## config.mk

```make
export PLATFORM = sky130hd
export DESIGN_NAME = nibble_serial_adder_ctrl_flat
export DESIGN_NICKNAME = d
export VERILOG_FILES = /design/src/rtl/nibble_serial_adder_ctrl_pkg.sv /design/src/rtl/nibble_serial_adder_ctrl_if.sv /design/src/rtl/ripple_adder.sv /design/src/rtl/nibble_serial_adder_ctrl.sv /design/src/flat_wrapper.sv
export SDC_FILE = /design/constraint.sdc
export NUM_CORES = 1
export LEC_CHECK = 0
export BUFFER_PORTS_ARGS = -buffer_cell sky130_fd_sc_hd__buf_4
export CAP_MARGIN = 15
export CORE_MARGIN = 2
export CORE_UTILIZATION = 45
export CTS_BUF_LIST = sky130_fd_sc_hd__clkbuf_8
export DETAILED_ROUTE_END_ITERATION = 16
export PLACE_DENSITY = 0.68
export REMOVE_ABC_BUFFERS = 1
export SYNTH_ARGS = -nofsm -noshare
export SYNTH_HDL_FRONTEND = slang
export SYNTH_SLANG_ARGS = --single-unit
```

## constraint.sdc

```tcl
create_clock -name clk -period 11.7 [get_ports clk]
set_input_delay 1.755 -clock clk [delete_from_list [all_inputs] [get_ports clk]]
set_output_delay 1.755 -clock clk [all_outputs]
set_load 0.03 [all_outputs]
```

## src/rtl/nibble_serial_adder_ctrl_pkg.sv

```systemverilog
// Shared definitions for the nibble-serial adder sequencer.
//   NIBBLE_W : width of the shared ripple adder slice
//   state_t  : sequencer state encoding (2'd3 is unreachable and decodes as IDLE)
package nibble_serial_adder_ctrl_pkg;

    localparam int NIBBLE_W = 4;

    typedef enum logic [1:0] {
        IDLE = 2'd0,
        RUN  = 2'd1,
        DONE = 2'd2
    } state_t;

endpackage

```

## src/rtl/nibble_serial_adder_ctrl_if.sv

```systemverilog
// Operand/result handshake bundle for nibble_serial_adder_ctrl.
//   in_valid/in_ready, a, b, cin          : operand request channel
//   out_valid/out_ready, sum, cout, ovf   : result channel
//   busy                                  : sequencer is in RUN or DONE
// slave  : the adder block
// master : the requester/consumer
interface nibble_serial_adder_ctrl_if #(
    parameter int WIDTH = 64
);
    logic             in_valid;
    logic             in_ready;
    logic [WIDTH-1:0] a;
    logic [WIDTH-1:0] b;
    logic             cin;
    logic             out_valid;
    logic             out_ready;
    logic [WIDTH-1:0] sum;
    logic             cout;
    logic             ovf;
    logic             busy;

    modport slave (
        input  in_valid, a, b, cin, out_ready,
        output in_ready, out_valid, sum, cout, ovf, busy
    );

    modport master (
        output in_valid, a, b, cin, out_ready,
        input  in_ready, out_valid, sum, cout, ovf, busy
    );
endinterface

```

## src/rtl/ripple_adder.sv

```systemverilog
// 4-bit ripple-carry adder slice.
//   Cin  : carry in
//   A, B : 4-bit addends
//   Cout : carry out of bit 3
//   S    : 4-bit sum
module ripple_adder
    import nibble_serial_adder_ctrl_pkg::*;
(
    input  logic                Cin,
    input  logic [NIBBLE_W-1:0] A,
    input  logic [NIBBLE_W-1:0] B,
    output logic                Cout,
    output logic [NIBBLE_W-1:0] S
);
    logic [NIBBLE_W:0] c;

    assign c[0] = Cin;

    for (genvar i = 0; i < NIBBLE_W; i++) begin : g_fa
        assign S[i]   = A[i] ^ B[i] ^ c[i];
        assign c[i+1] = (A[i] & B[i]) | (c[i] & (A[i] ^ B[i]));
    end

    assign Cout = c[NIBBLE_W];
endmodule

```

## src/rtl/nibble_serial_adder_ctrl.sv

```systemverilog
// Nibble-serial WIDTH-bit adder: one shared 4-bit ripple adder walks the
// operands LSB nibble first, one nibble per clock, with the carry held in a
// register between nibbles.
//   clk, rst : clock, asynchronous active-high reset
//   bus      : slave side of the operand/result handshake bundle
//              (in_valid/in_ready/a/b/cin in, out_valid/out_ready/sum/cout/ovf
//              out, busy while RUN or DONE)
module nibble_serial_adder_ctrl
    import nibble_serial_adder_ctrl_pkg::*;
#(
    parameter int WIDTH = 64
) (
    input  logic                         clk,
    input  logic                         rst,
    nibble_serial_adder_ctrl_if.slave    bus
);
    localparam int NIBBLES = WIDTH / NIBBLE_W;
    localparam int IDX_W   = (NIBBLES > 1) ? $clog2(NIBBLES) : 1;
    localparam logic [IDX_W-1:0] LAST_IDX = IDX_W'(NIBBLES - 1);

    if ((WIDTH % NIBBLE_W) != 0 || WIDTH < NIBBLE_W) begin : g_bad_width
        $error("nibble_serial_adder_ctrl: WIDTH must be a multiple of 4 and >= 4");
    end

    // Signed overflow: like-signed operands producing an opposite-signed sum.
    function automatic logic add_ovf(input logic a_msb, input logic b_msb,
                                     input logic s_msb);
        return (a_msb == b_msb) && (s_msb != a_msb);
    endfunction

    state_t               state;
    state_t               state_nxt;
    logic [IDX_W-1:0]     index;
    logic [WIDTH-1:0]     a_r;
    logic [WIDTH-1:0]     b_r;
    logic [WIDTH-1:0]     sum_r;
    logic                 carry_r;
    logic                 ovf_r;

    logic                 idle_dec;
    logic                 accept;
    logic                 last_nib;
    logic [IDX_W+1:0]     bitpos;
    logic [NIBBLE_W-1:0]  a_nib;
    logic [NIBBLE_W-1:0]  b_nib;
    logic [NIBBLE_W-1:0]  s_nib;
    logic                 c_nib;

    // The unused encoding behaves exactly like IDLE.
    assign idle_dec = (state != RUN) && (state != DONE);
    assign accept   = idle_dec && bus.in_valid;
    assign last_nib = (index == LAST_IDX);

    // Nibble mux: bit offset of the current nibble is index*4.
    assign bitpos = {index, 2'b00};
    assign a_nib  = a_r[bitpos +: NIBBLE_W];
    assign b_nib  = b_r[bitpos +: NIBBLE_W];

    ripple_adder u_ripple_adder (
        .Cin  (carry_r),
        .A    (a_nib),
        .B    (b_nib),
        .Cout (c_nib),
        .S    (s_nib)
    );

    // ---- state register ----
    always_ff @(posedge clk or posedge rst) begin
        if (rst) begin
            state <= IDLE;
        end else begin
            state <= state_nxt;
        end
    end

    // ---- next-state decode ----
    always_comb begin
        state_nxt = state;
        case (state)
            IDLE: if (bus.in_valid)  state_nxt = RUN;
            RUN:  if (last_nib)      state_nxt = DONE;
            DONE: if (bus.out_ready) state_nxt = IDLE;
            default: state_nxt = bus.in_valid ? RUN : IDLE;
        endcase
    end

    // ---- operand latch, nibble walk and result demux ----
    always_ff @(posedge clk or posedge rst) begin
        if (rst) begin
            index   <= '0;
            a_r     <= '0;
            b_r     <= '0;
            sum_r   <= '0;
            carry_r <= 1'b0;
            ovf_r   <= 1'b0;
        end else if (accept) begin
            index   <= '0;
            a_r     <= bus.a;
            b_r     <= bus.b;
            sum_r   <= '0;
            carry_r <= bus.cin;
        end else if (state == RUN) begin
            sum_r[bitpos +: NIBBLE_W] <= s_nib;
            carry_r                   <= c_nib;
            if (last_nib) begin
                // The top nibble is being written on this edge, so its MSB
                // comes straight from the adder rather than from sum_r.
                ovf_r <= add_ovf(a_r[WIDTH-1], b_r[WIDTH-1], s_nib[NIBBLE_W-1]);
            end else begin
                index <= index + 1'b1;
            end
        end
    end

    assign bus.in_ready  = idle_dec;
    assign bus.out_valid = (state == DONE);
    assign bus.busy      = (state == RUN) || (state == DONE);
    assign bus.sum       = sum_r;
    assign bus.cout      = carry_r;
    assign bus.ovf       = ovf_r;

endmodule
```

## src/flat_wrapper.sv

```systemverilog
// flat-port wrapper written by rule: the top's interface ports become plain ports
module nibble_serial_adder_ctrl_flat import nibble_serial_adder_ctrl_pkg::*;
#(
    parameter int WIDTH = 64
)
  (clk, rst, bus_in_valid, bus_a, bus_b, bus_cin, bus_out_ready, bus_in_ready, bus_out_valid, bus_sum, bus_cout, bus_ovf, bus_busy);
  nibble_serial_adder_ctrl_if #(.WIDTH(WIDTH)) bus_i ();
  input  logic clk;
  input  logic rst;
  input wire logic [$bits(bus_i.in_valid)-1:0] bus_in_valid;
  input wire logic [$bits(bus_i.a)-1:0] bus_a;
  input wire logic [$bits(bus_i.b)-1:0] bus_b;
  input wire logic [$bits(bus_i.cin)-1:0] bus_cin;
  input wire logic [$bits(bus_i.out_ready)-1:0] bus_out_ready;
  output wire logic [$bits(bus_i.in_ready)-1:0] bus_in_ready;
  output wire logic [$bits(bus_i.out_valid)-1:0] bus_out_valid;
  output wire logic [$bits(bus_i.sum)-1:0] bus_sum;
  output wire logic [$bits(bus_i.cout)-1:0] bus_cout;
  output wire logic [$bits(bus_i.ovf)-1:0] bus_ovf;
  output wire logic [$bits(bus_i.busy)-1:0] bus_busy;
  assign bus_i.in_valid = bus_in_valid;
  assign bus_i.a = bus_a;
  assign bus_i.b = bus_b;
  assign bus_i.cin = bus_cin;
  assign bus_i.out_ready = bus_out_ready;
  assign bus_in_ready = bus_i.in_ready;
  assign bus_out_valid = bus_i.out_valid;
  assign bus_sum = bus_i.sum;
  assign bus_cout = bus_i.cout;
  assign bus_ovf = bus_i.ovf;
  assign bus_busy = bus_i.busy;
  nibble_serial_adder_ctrl #(.WIDTH(WIDTH)) u_core (.clk(clk), .rst(rst), .bus(bus_i));
endmodule
```

; ---- Word-level counts from Yosys, hierarchy flattened
; Cells that the tools add are included.
[op_classes]
addsub = 2
mul = 0
div_mod_pow = 0
magnitude_cmp = 0
n_eq_ne = 11
shifts = 4
muxes = 13
bitwise_logic = 21
reduce_logical = 9
[op_table]
columns = operator, count
row1 = 64-bit two-way mux, 2
row2 = 64-bit by 7-bit indexed part select with 4-bit output, 2
row3 = 64-bit bitwise mux, 1
row4 = "4-bit by 8-bit variable shift with 64-bit output, first input constant", 1
row5 = 4-bit by 8-bit indexed part select with 64-bit output, 1
row6 = 4-bit two-way mux, 3
row7 = 1-bit AND, 8
row8 = 6-bit negator with 8-bit output, 1
row9 = 1-bit XOR, 8
row10 = 2-bit two-way mux, 3
row11 = "2-bit by 1-bit inequality test with 1-bit output, second input constant", 3
row12 = "2-bit inequality test, second input constant", 3
row13 = 2-bit case mux with 3 select lines, 1
row14 = 3-bit AND reduction, 2
row15 = "4-bit by 1-bit adder with 4-bit output, second input constant", 1
row16 = "4-bit == test, second input constant", 1
row17 = 1-bit bitwise OR, 4
row18 = 1-bit logical AND, 3
row19 = 1-bit two-way mux, 3
row20 = "2-bit by 1-bit == test with 1-bit output, second input constant", 1
row21 = "2-bit == test, second input constant", 1
row22 = 2-bit zero test, 1
row23 = 2-bit AND reduction, 1
row24 = 2-bit nonzero test, 1
row25 = other kinds (4), 4
[totals]
reg_bits = 200
latchBits = 0
mem_bits_rw = 0
mem_bits_ro = 0
in_bits = 133
memories = 0

; ---- Depth between registers and ports, before layout
[depth]
depth_word = 13
depth_mapped = 16
ltp_nobuf = 13

; ---- Hierarchy
; From an unflattened synthesis, not the netlist that was laid out.
[unflattened]
cells_unflattened = 987
hier_area_um2 = 9236.4
[by_module_without_submodules]
columns = mod, instances, cells_per_inst, area_per_inst_um2, seq_area_each_um2
row1 = nibble_serial_adder_ctrl, 1, 973, 9118.7, 5004.8
row2 = ripple_adder, 1, 14, 117.6, 0.0

; ---- Worst setup path after synthesis
; Ideal clock, no wire load.
[synth_timing]
kind = reg2reg
start = register u_core.index[0]
end = register u_core.sum_r[47] (netlist: u_core.bus.sum[47])
setup_time_ns = 0.082
arrival_ns = 3.844
t_required_ns = 11.618
path_slack_ns = 7.774
path_stages_with_launch = 16
n_path_buf = 4
synth_period_minus_slack_ns = 3.926
path_cell_list = dfrtp_1 -> buf_6 -> buf_2 -> mux4_2 -> a221oi_2 -> fa_1 -> inv_1 -> fa_1 -> inv_1 -> fa_1 -> inv_1 -> fa_1 -> clkbuf_1 -> clkbuf_1 -> nand2_1 -> o22ai_1
[synth_between]
elab_chain_len = 13
[synth_rtl]
columns = element, line_no
row1 = start: declaration, nibble_serial_adder_ctrl.sv:33  ; logic [IDX_W-1:0] index;
row2 = start signal: assignment, nibble_serial_adder_ctrl.sv:110  ; index <= index + 1'b1;
row3 = "64-bit by 7-bit indexed part select with 4-bit output, on equally long branches", "nibble_serial_adder_ctrl.sv:56, nibble_serial_adder_ctrl.sv:57"
row4 = 1-bit XOR, "ripple_adder.sv:20, ripple_adder.sv:21"
row5 = 1-bit AND, ripple_adder.sv:21  ; assign c[i+1] = (A[i] & B[i]) | (c[i] & (A[i] ^ B[i]));
row6 = 1-bit bitwise OR, ripple_adder.sv:21
row7 = 1-bit AND, ripple_adder.sv:21
row8 = 1-bit bitwise OR, ripple_adder.sv:21
row9 = 1-bit AND, ripple_adder.sv:21
row10 = 1-bit bitwise OR, ripple_adder.sv:21
row11 = 1-bit XOR, ripple_adder.sv:20  ; assign S[i] = A[i] ^ B[i] ^ c[i];
row12 = 4-bit by 8-bit indexed part select with 64-bit output, nibble_serial_adder_ctrl.sv:103  ; sum_r[bitpos +: NIBBLE_W] <= s_nib;
row13 = 64-bit bitwise mux (*), nibble_serial_adder_ctrl.sv:103
row14 = 64-bit two-way mux (*), nibble_serial_adder_ctrl.sv:102  ; end else if (state == RUN) begin
row15 = 64-bit two-way mux (*), nibble_serial_adder_ctrl.sv:96  ; end else if (accept) begin
row16 = end signal: indexed assignment, nibble_serial_adder_ctrl.sv:103
row17 = end: declaration, nibble_serial_adder_ctrl.sv:36  ; logic [WIDTH-1:0] sum_r;
; Mark *: on every way between the ends. The rest lies on a longest branch, timed or not. The select of a mux whose other input is x is not followed.
; A chain may end at the register's enable or synchronous reset.

; ---- Final worst setup path
[layout_timing]
start = register u_core.index[0]
end = register u_core.ovf_r (netlist: u_core.bus.ovf)
[layout_between]
elab_chain_len = 11
[layout_rtl]
columns = element, line_no
row1 = "64-bit by 7-bit indexed part select with 4-bit output, on equally long branches", "nibble_serial_adder_ctrl.sv:56, nibble_serial_adder_ctrl.sv:57"
row2 = 1-bit XOR, ripple_adder.sv:21
row3 = 1-bit AND, ripple_adder.sv:21
row4 = 1-bit bitwise OR, ripple_adder.sv:21
row5 = 1-bit AND, ripple_adder.sv:21
row6 = 1-bit bitwise OR, ripple_adder.sv:21
row7 = 1-bit AND, ripple_adder.sv:21
row8 = 1-bit bitwise OR, ripple_adder.sv:21
row9 = 1-bit XOR, ripple_adder.sv:20
row10 = 1-bit inequality test, nibble_serial_adder_ctrl.sv:28  ; return (a_msb == b_msb) && (s_msb != a_msb);
row11 = 1-bit logical AND, nibble_serial_adder_ctrl.sv:28
row12 = end signal: assignment, nibble_serial_adder_ctrl.sv:108  ; ovf_r <= add_ovf(a_r[WIDTH-1], b_r[WIDTH-1], s_nib[NIBBLE_W-1]);
row13 = end: declaration, nibble_serial_adder_ctrl.sv:38  ; logic ovf_r;
; Several ways; a longest one is shown, not always the timed one.

==> results.yml <==
run_status:
  status: "completed"
setup_path:
  cp_cell_sequence: "buf_4, mux4_2, a22o_1, a221oi_2, fa_1, inv_1, fa_1, inv_1, fa_1, inv_1, fa_1, nor2_1, a21oi_1, o31ai_1"
  r2r-start: "u_core.index[0]$_DFFE_PP0P_"
  crit_type: "flop to flop"
  cpMaxStageDelayCell: "fa_1"
  crit_start: "u_core.index[0]$_DFFE_PP0P_"
  crit_path_max_fanout: 29
  r2r_cells: 14
  cp-start-kind: "flop"
  r2r_setup_slack_ns: 6.83
  rr_endpoint: "u_core.bus.ovf$_DFFE_PP0P_"
  crit_required_ns: 12.05
  crit_path_end_kind: "flop"
  crit_top_cell: "fa_1"
  max_stage_delay_ns: 1.02
  arrival_ns: 5.21
floorplanning:
  die_h_microns: 149.3
  initial_core_util_pct: 45.46
  io_pins: 202
  row_count: 53
  core_area_sq_um: 20890
  die_w_microns: 149.3
  dieArea_sq_um: 22280
global_routing:
  grt_max_degree: 143
  antenna_found_initial: 0
  grt_pass1_vias: 7668
  grt.total_usage_pct: 22.87
  grt_pass1_wl_microns: 39940
  overflow: 0
synth:
  synth.largest_area_cell: "dfrtp_1"
  ys_ff_latch: 200
  yosys_warnings: 0
  yosysSeqAreaShare_pct: 52.70
  syn_inst: 963
  synth_edf_count: 0
  synth_top_cells_by_area: "dfrtp_1 53%, nand2_1 17%, mux4_2 7.6%, mux2i_1 2.1%, buf_2 1.8%"
  syn_area_per_cell_sq_um: 9.861
  synth.distinct_cells: 57
  synth.most_common_cell: "nand2_1"
  synth-main-ff-cell: "dfrtp_1"
  synth_commonest_cells: "426 x nand2_1, 200 x dfrtp_1, 35 x buf_2"
  synth_top_area_share_pct: 52.70
  netlist_area_sq_um: 9497
  synthArstFlopShare_pct: 100.0
sta:
  setup-violations-final: 0
  tightest_slew_ns: 1.021
  clock.fmax_ghz: 0.2054
  finalCritPeriodShare_pct: 41.60
  slew_viol_final: 0
  slew_headroom_pct: 31.93
  hold_viol_final: 0
  tns_ns: 0
  fin_crit_ns: 4.868
  rsz0062_at_grt: "false"
  fin_skew_ns: 0.01381
power_and_ir_drop:
  vdd_drop_max_mv: 0.2227
  power.density_nw_per_um2: 268.3
  leakage_nw: 5.844
final_layout:
  area_delta_synth_final_pct: 21.53
  drive_above_1_share_pct: 25.92
  diodes: 0
  nets: 1271
  nFillCells: 1876
  utilization_pct: 55.25
clocking:
  cts_root_buf: "clkbuf_8"
  hold_buffers: 0
  numCtsBuffers: 17
  ctsLongestPathBuffers: 2
  cts_tree: "built"
  postCtsResizedCells: 0
  clk-insertion-delay-late_ns: 0.48
  htreeDepth: 4
  cts.sinks: 200
  cts_setup_buffers: 0
  clk_pin_slew_worst_paths_ns: 0.10
detailed_routing:
  totalWireLength_microns: 24120
  first_iter_violations: 672
  routedWlPerCell_microns: 17.07
  routed-via-count: 7405
  drtAntennaViolNets: 0
  firstDrtPassIters: 5
  vias_per_cell: 5.241
  drc: 0
placement:
  dpl.hpwl_microns: 16840
  routabilityCongestion: 0.8009
  io_buffers: 201
run:
  cap_violations: 0
worst_hold_path:
  worstHoldStart: "u_core.a_r[42]$_DFFE_PP0P_"
  hold_class: "flop to flop"
  whs_endpoint: "u_core.a_r[42]$_DFFE_PP0P_"
  min_delay_path_depth: 2
per-stage QoR:
stage          cell area, sq um  setup WS [ns]  std cells  hold slack [ns]  power, mW
4_1_cts                   11540          6.767       1413           0.4812      3.118
3_5_place_dp              11080          6.786       1382           0.4573      2.607
5_1_grt                   11540          6.373       1413           0.5019      3.344
6_report                  11540          6.832       1413           0.4775      3.096
3_3_place_gp              11080          6.841       1382           0.4538      2.587
2_1_floorplan              9153          3.162        900           0.4403      2.168
sequential cells by signal, summed over array words and instances, names as in the netlist:
name / flops
u_core.b_r: 64
u_core.bus.sum: 64
u_core.state: 2
u_core.index: 4
u_core.bus.cout: 1
u_core.a_r: 64
u_core.bus.ovf: 1
cell type report:
type / instances / area (sq um) / share of cell area, %
Clock buffer: 18 / 247.7 / 2.147
Clock inverter: 13 / 217.7 / 1.886
Inverter: 11 / 48.80 / 0.4228
Multi-Input combinational cell: 689 / 4121 / 35.71
Sequential cell: 200 / 5007 / 43.39
Tap cell: 275 / 344.1 / 2.981
Timing Repair Buffer: 207 / 1554 / 13.46
critical path, delay by kind of cell, from the launching register on:
kind / cells / cell delay, ns
buffers and inverters: 4 / 0.70
and+or+nand+nor: 1 / 0.12
adders and majority gates: 4 / 1.82
DFF: 1 / 0.82
muxes: 1 / 0.55
AOI/OAI and AO/OA: 4 / 0.72
worst max-delay path by stage:
stage	cells past startpoint	slack, ns	end
5_1_grt	13	6.37	u_core.bus.ovf$_DFFE_PP0P_
3_3_place_gp	14	6.84	u_core.bus.ovf$_DFFE_PP0P_
4_1_cts	14	6.77	u_core.bus.ovf$_DFFE_PP0P_
3_5_place_dp	14	6.79	u_core.bus.ovf$_DFFE_PP0P_
6_report	14	6.83	u_core.bus.ovf$_DFFE_PP0P_
2_1_floorplan	3	3.16	u_core.bus.sum[37]$_DFFE_PP0P_
per-layer routing:
| metal | track usage, % | share of wire (%) | vias up |
|---|---|---|---|
| met5 | 0 | 0 | - |
| met4 | 6.571 | 1.6 | 0 |
| met3 | 3.853 | 5.6 | 24 |
| met2 | 36.54 | 47 | 230 |
| met1 | 32.47 | 46 | 3616 |
| li1 | - | - | 3535 |
power breakdown:
part           internal (mW)  switching [mW]
combinational          0.542           0.949
clock                  0.262           0.249
sequential             0.928           0.167
total                   1.73            1.36
logic make-up after synthesis:
kind of cell	after synthesis	share of synthesized area (%)
AND/OR/NAND/NOR	511	22.15
flip-flops	200	52.70
AO/OA/AOI/OAI	105	8.643
buffers and inverters	74	4.058
multiplexers	53	9.816
adder cells (fa/ha/maj)	12	1.897
XOR/XNOR	8	0.7377
cell usage in the layout, fill, tap and decap left out, types with 6 or more instances in the layout:
master and count:
a211oi_1 12, a21oi_1 23, a22o_1 14, a22oi_1 8, and3_1 7, buf_4 207
clkbuf_8 18, dfrtp_1 198, ha_1 8, inv_1 10, mux2i_1 20, mux4_2 32
nand2_1 426, nand2b_1 6, nand3_1 12, nor2_1 29, o21ai_0 11, o2bb2ai_1 6
No activity file was read; power rests on OpenSTA's default activity.
